## src/rtl/tt_io_conditioner.sv

```systemverilog
// tt_io_conditioner
//   Input-conditioning front end for Tiny Tapeout user designs. It produces a
//   reset that asserts asynchronously and deasserts on the clock. Each raw pin
//   channel goes through a synchroniser and a debouncer. The channel then gets
//   press/release pulses and, if enabled, auto-repeat press pulses while the
//   button stays held.
//
// Ports
//   clk           : single clock, all state lives here
//   rst_n         : asynchronous active-low reset
//   ena           : design enable; when low, debounce/repeat state freezes and
//                   pulses are suppressed (synchronisers keep running)
//   raw_in        : [NUM_CH] asynchronous raw pins, active-high
//   repeat_en     : [NUM_CH] per-channel auto-repeat enable (quasi-static)
//   rst_sync_n    : synchronised reset for downstream logic
//   level         : [NUM_CH] debounced level
//   press         : [NUM_CH] one-cycle pulse on debounced rise and each repeat
//   release_pulse : [NUM_CH] one-cycle pulse on debounced fall
//                   ("release" is a reserved word in SystemVerilog)
module tt_io_conditioner #(
  parameter int NUM_CH          = 8,
  parameter int SYNC_STAGES     = 2,
  parameter int DEBOUNCE_CYCLES = 1024,
  parameter int REPEAT_DELAY    = 65536,
  parameter int REPEAT_PERIOD   = 8192
) (
  input  logic              clk,
  input  logic              rst_n,
  input  logic              ena,
  input  logic [NUM_CH-1:0] raw_in,
  input  logic [NUM_CH-1:0] repeat_en,
  output logic              rst_sync_n,
  output logic [NUM_CH-1:0] level,
  output logic [NUM_CH-1:0] press,
  output logic [NUM_CH-1:0] release_pulse
);

  localparam int DC_W   = $clog2(DEBOUNCE_CYCLES) + 1;
  localparam int RC_MAX = (REPEAT_DELAY > REPEAT_PERIOD) ? REPEAT_DELAY : REPEAT_PERIOD;
  localparam int RC_W   = $clog2(RC_MAX) + 1;

  localparam logic [DC_W-1:0] DC_LAST     = DC_W'(DEBOUNCE_CYCLES - 1);
  localparam logic [RC_W-1:0] DELAY_LAST  = RC_W'(REPEAT_DELAY - 1);
  localparam logic [RC_W-1:0] PERIOD_LAST = RC_W'(REPEAT_PERIOD - 1);

  typedef enum logic [1:0] {
    IDLE = 2'd0,
    HELD = 2'd1,
    RPT  = 2'd2
  } rpt_state_t;

  // Reset synchroniser: fed with 1, cleared asynchronously by rst_n.
  logic [1:0] rst_pipe_reg;

  always_ff @(posedge clk or negedge rst_n) begin
    if (!rst_n) begin
      rst_pipe_reg <= 2'b00;
    end else begin
      rst_pipe_reg <= {rst_pipe_reg[0], 1'b1};
    end
  end

  assign rst_sync_n = rst_pipe_reg[1];

  genvar gi;
  generate
    for (gi = 0; gi < NUM_CH; gi++) begin : g_ch
      logic [SYNC_STAGES-1:0] sync_reg;
      logic                   s;
      logic [DC_W-1:0]        dc_reg, dc_next;
      logic                   level_reg, level_next;
      logic [RC_W-1:0]        rc_reg, rc_next;
      rpt_state_t             state_reg, state_next;
      logic                   press_reg, press_next;
      logic                   rel_reg, rel_next;
      logic                   rise, fall;

      // Synchroniser runs regardless of ena so the sample is always fresh.
      always_ff @(posedge clk or negedge rst_n) begin
        if (!rst_n) begin
          sync_reg <= '0;
        end else begin
          sync_reg <= {sync_reg[SYNC_STAGES-2:0], raw_in[gi]};
        end
      end

      assign s = sync_reg[SYNC_STAGES-1];

      always_ff @(posedge clk or negedge rst_n) begin
        if (!rst_n) begin
          dc_reg    <= '0;
          level_reg <= 1'b0;
          rc_reg    <= '0;
          state_reg <= IDLE;
          press_reg <= 1'b0;
          rel_reg   <= 1'b0;
        end else begin
          dc_reg    <= dc_next;
          level_reg <= level_next;
          rc_reg    <= rc_next;
          state_reg <= state_next;
          press_reg <= press_next;
          rel_reg   <= rel_next;
        end
      end

      // Debounce and repeat logic share one decision so that the level edge,
      // its pulse and the FSM transition all land on the same clock edge.
      always_comb begin
        dc_next    = dc_reg;
        level_next = level_reg;
        rc_next    = rc_reg;
        state_next = state_reg;
        press_next = 1'b0;
        rel_next   = 1'b0;
        rise       = 1'b0;
        fall       = 1'b0;

        if (ena) begin
          if (s == level_reg) begin
            dc_next = '0;
          end else if (dc_reg == DC_LAST) begin
            level_next = s;
            dc_next    = '0;
            rise       = s;
            fall       = ~s;
          end else begin
            dc_next = dc_reg + DC_W'(1);
          end

          // A fall overrides any repeat pulse due on the same edge.
          if (fall) begin
            state_next = IDLE;
            rc_next    = '0;
            rel_next   = 1'b1;
          end else begin
            case (state_reg)
              IDLE: begin
                if (rise) begin
                  state_next = HELD;
                  rc_next    = '0;
                  press_next = 1'b1;
                end
              end
              HELD: begin
                if (!repeat_en[gi]) begin
                  rc_next = '0;
                end else if (rc_reg == DELAY_LAST) begin
                  press_next = 1'b1;
                  rc_next    = '0;
                  state_next = RPT;
                end else begin
                  rc_next = rc_reg + RC_W'(1);
                end
              end
              RPT: begin
                if (!repeat_en[gi]) begin
                  state_next = HELD;
                  rc_next    = '0;
                end else if (rc_reg == PERIOD_LAST) begin
                  press_next = 1'b1;
                  rc_next    = '0;
                end else begin
                  rc_next = rc_reg + RC_W'(1);
                end
              end
              default: begin
                state_next = IDLE;
                rc_next    = '0;
              end
            endcase
          end
        end
      end

      assign level[gi]         = level_reg;
      assign press[gi]         = press_reg;
      assign release_pulse[gi] = rel_reg;
    end
  endgenerate

endmodule

```

## config.mk

```make
export PLATFORM = sky130hd
export DESIGN_NAME = tt_io_conditioner
export DESIGN_NICKNAME = d
export VERILOG_FILES = /design/src/rtl/tt_io_conditioner.sv
export SDC_FILE = /design/constraint.sdc
export NUM_CORES = 1
export LEC_CHECK = 0
export ABC_AREA = 0
export BUFFER_PORTS_ARGS = -buffer_cell sky130_fd_sc_hd__buf_2
export CAP_MARGIN = 20
export CORE_UTILIZATION = 65
export CTS_CLUSTER_DIAMETER = 30
export DETAILED_ROUTE_END_ITERATION = 6
export GPL_TIMING_DRIVEN = 0
export PLACE_DENSITY = 0.83
export SYNTH_ARGS = -nofsm -noshare
export SYNTH_HDL_FRONTEND = slang
export SYNTH_SLANG_ARGS = --single-unit
export TNS_END_PERCENT = 30
```

## constraint.sdc

```tcl
create_clock -name clk -period 6.4 [get_ports clk]
set_input_delay 0.96 -clock clk [delete_from_list [all_inputs] [get_ports clk]]
set_output_delay 0.96 -clock clk [all_outputs]
set_load 0.02 [all_outputs]
```

==> run metrics <==
status complete, no violations; DIE AREA 0.0251 mm^2; synthesized area per cell 9.05 um^2; Post-Syn Area 0.0159 mm^2; Max stage delay on crit path 0.39 ns; layout cells sized above 1 0.118; fill cell total of the finished layout 1507; Layout area overhead 18.7%; IO Pins 44; Max Cap Violations 0; CP Capture Type flip-flop; post-synth top area share 0.444; Arr. time, crit path 3.87 ns; Hold Buf Count CTS 0; HPWL after DPL 24600 um; Most common cell on crit path nand3_1; root buf cell clkbuf_16; final hold slack 0.344 ns; Worst Skew 0.0180 ns; post-layout util 0.795; first-pass GRT wire length 66900 um; DRC Markers 0; final wirelength 39900 um; Post-Synthesis Cells 1757; crit start category flip-flop; die width 158 um; CP max-delay cell dfrtp_1; Slew Limit Fails 0; Cell Chain, Critical Path ha_1, nand3_1, or2_2, clkbuf_1, nor2_1, and3_1, and3_1, ha_1, nand2b_1, nand3_1, o21ai_1, nor2_1, nand3_1, buf_4, o21ai_0; ANT nets after route 0; post-synth top area cell dfrtp_1; ANT cells 0; commonest non-fill, non-tap cells in the layout dfrtp_1, nand2_1, o21ai_0; WS Path Type reg -> reg; final setup violation count 0; via/cell ratio 6.41; Worst Path Max Fanout 10; Yosys reg bits 282; Synth Area in Adders 0.0512; GP Congestion 0.879; largest net degree at the start of global routing 119; initial antenna violation count 0; gr ovfl total 0; Syn Nets 1841; commonest non-fill, non-tap cell in the layout dfrtp_1; nets@finish 1955; Worst Hold Class reg -> reg; final hold violations 0; Total Power 5.74 mW; simple-gate share of the synthesized area 0.243; post-synthesis sequential area ratio 0.444; RSZ-0062 raised after global routing no; largest family of logic cells by synthesized area simple AND/OR/NAND/NOR gates; total track usage 0.331; f_max 0.288 GHz; top cells by area, synth dfrtp_1, nand2_1, ha_1, o21ai_0, nand3_1; Post-synth EDFFs 0; # rows 56; cell area power density 304 mW/mm^2; post-layout minimum cycle time 3.47 ns; initial DRC count 1346; die span in y 158 um; Primary FF master, synth dfrtp_1; peak supply drop 0.253 mV; multiplexer share of the synthesized area 0.00858; Vias 14351; WL/cell 17.8 um; synth unique cells 80; Worst-path clk slew 0.04 ns; vias in the first global route 14179; Syn. warnings 0; Leak 8.12 nW; initial core utilization 0.669; CTS tree done; Placeable Area 0.0238 mm^2; Synth Area in Compound Gates 0.188; H-tree depth 3; count of buffers from port buffering 43; max_slew headroom 0.352; max reg flops 136; worst-margin pin slew 0.971 ns; Initial DRT Pass Iterations 6; Final Cycle Share 0.542; Bufs on Longest Clock Path 3; Synth Area in XOR/XNOR 0.0182; clock sinks 282; TritonCTS buffer count 67; ys async rst share 1.00; post-CTS resize count 0; placed insts 2121; Post-CTS Setup Inserts 0; Clock Latency Late Sink 0.54 ns; final non-filler cell total 2239; Worst Path Required 6.80 ns
-- cell usage after synthesis, types with 15 or more instances --
master and instances:
o31ai_1 34, nor2b_1 15, nand2_1 258, clkbuf_1 36, inv_1 88, ha_1 65, o41ai_1 15, nand4_1 31
a21oi_1 36, dfrtp_1 282, and3_1 50, xor2_1 15, nand2b_1 32, buf_4 25, a22o_1 28, o311ai_0 27
or3_1 27, nand3_1 132, nor4_1 22, nor2_1 91, a21o_1 16, o21ai_0 140, xnor2_1 18, nor3_1 33
-- stage by stage --
step / setup slack (ns) / instance area (um^2) / setup TNS [ns]
2_1_floorplan: 3.60 / 15900 / 0
3_3_place_gp: -0.754 / 16500 / -204.51
3_5_place_dp: 2.78 / 16600 / 0
4_1_cts: 2.95 / 18900 / 0
5_1_grt: 2.63 / 18900 / 0
6_report: 2.93 / 18900 / 0
-- cells by family (layout without fill, tap and decap cells) --
family	Yosys count	in the layout
compound gates	427	427
xor+xnor	33	33
fa+ha+maj	65	65
buf+inv	167	330
flops	282	282
mux	13	13
other cells	1	1
simple gates	769	769
-- critical path: cells and delay by family (launching register included) --
kind	cells	cell delay, ns
simple gates	9	1.78
flops	1	0.39
fa+ha+maj	2	0.39
buf+inv	2	0.39
compound gates	2	0.39
-- worst paths after layout --
| check | startpoint | depth (start not counted) | slack [ns] | end |
|---|---|---|---|---|
| worst max-delay path | g_ch[1].rc_reg[0] | 15 | 2.93 | g_ch[1].rc_reg[2] |
| worst min-delay path | g_ch[5].sync_reg[0] | 0 | 0.34 | g_ch[5].sync_reg[1] |
| worst max register to register | g_ch[1].rc_reg[0] | 15 | 2.93 | g_ch[1].rc_reg[2] |
| worst min register to register | g_ch[5].sync_reg[0] | 0 | 0.34 | g_ch[5].sync_reg[1] |
| max in group asynchronous | rst_n | 3 | 4.63 | g_ch[6].rc_reg[15] |
| min in group asynchronous | rst_n | 1 | 0.36 | g_ch[2].rc_reg[9] |
-- layer usage --
metal / routed length [um] / vias to the layer above / track usage
met5: 0 / - / 0
met4: 1320 / 0 / 0.158
met3: 2090 / 123 / 0.0504
met2: 19700 / 534 / 0.558
met1: 16800 / 7043 / 0.419
li1: - / 6651 / -
-- report_power, final --
group | total, mW | internal [mW] | switching, mW
Combinational | 0.437 | 0.135 | 0.302
Sequential | 1.89 | 1.84 | 0.0509
Clock | 3.42 | 2.37 | 1.05
Total | 5.74 | 4.34 | 1.40
-- area by class of cell --
type | count | area [um^2] | share of cell area
tap | 319 | 399 | 0.0211
clock inverter | 25 | 294 | 0.0156
multi-input combinational | 1308 | 8090 | 0.429
buffer | 79 | 420 | 0.0223
clock buffer | 93 | 2000 | 0.106
inverter | 88 | 330 | 0.0175
sequential | 282 | 7060 | 0.374
timing repair buffer | 45 | 280 | 0.0149
Power figures use the tool's default switching activity.
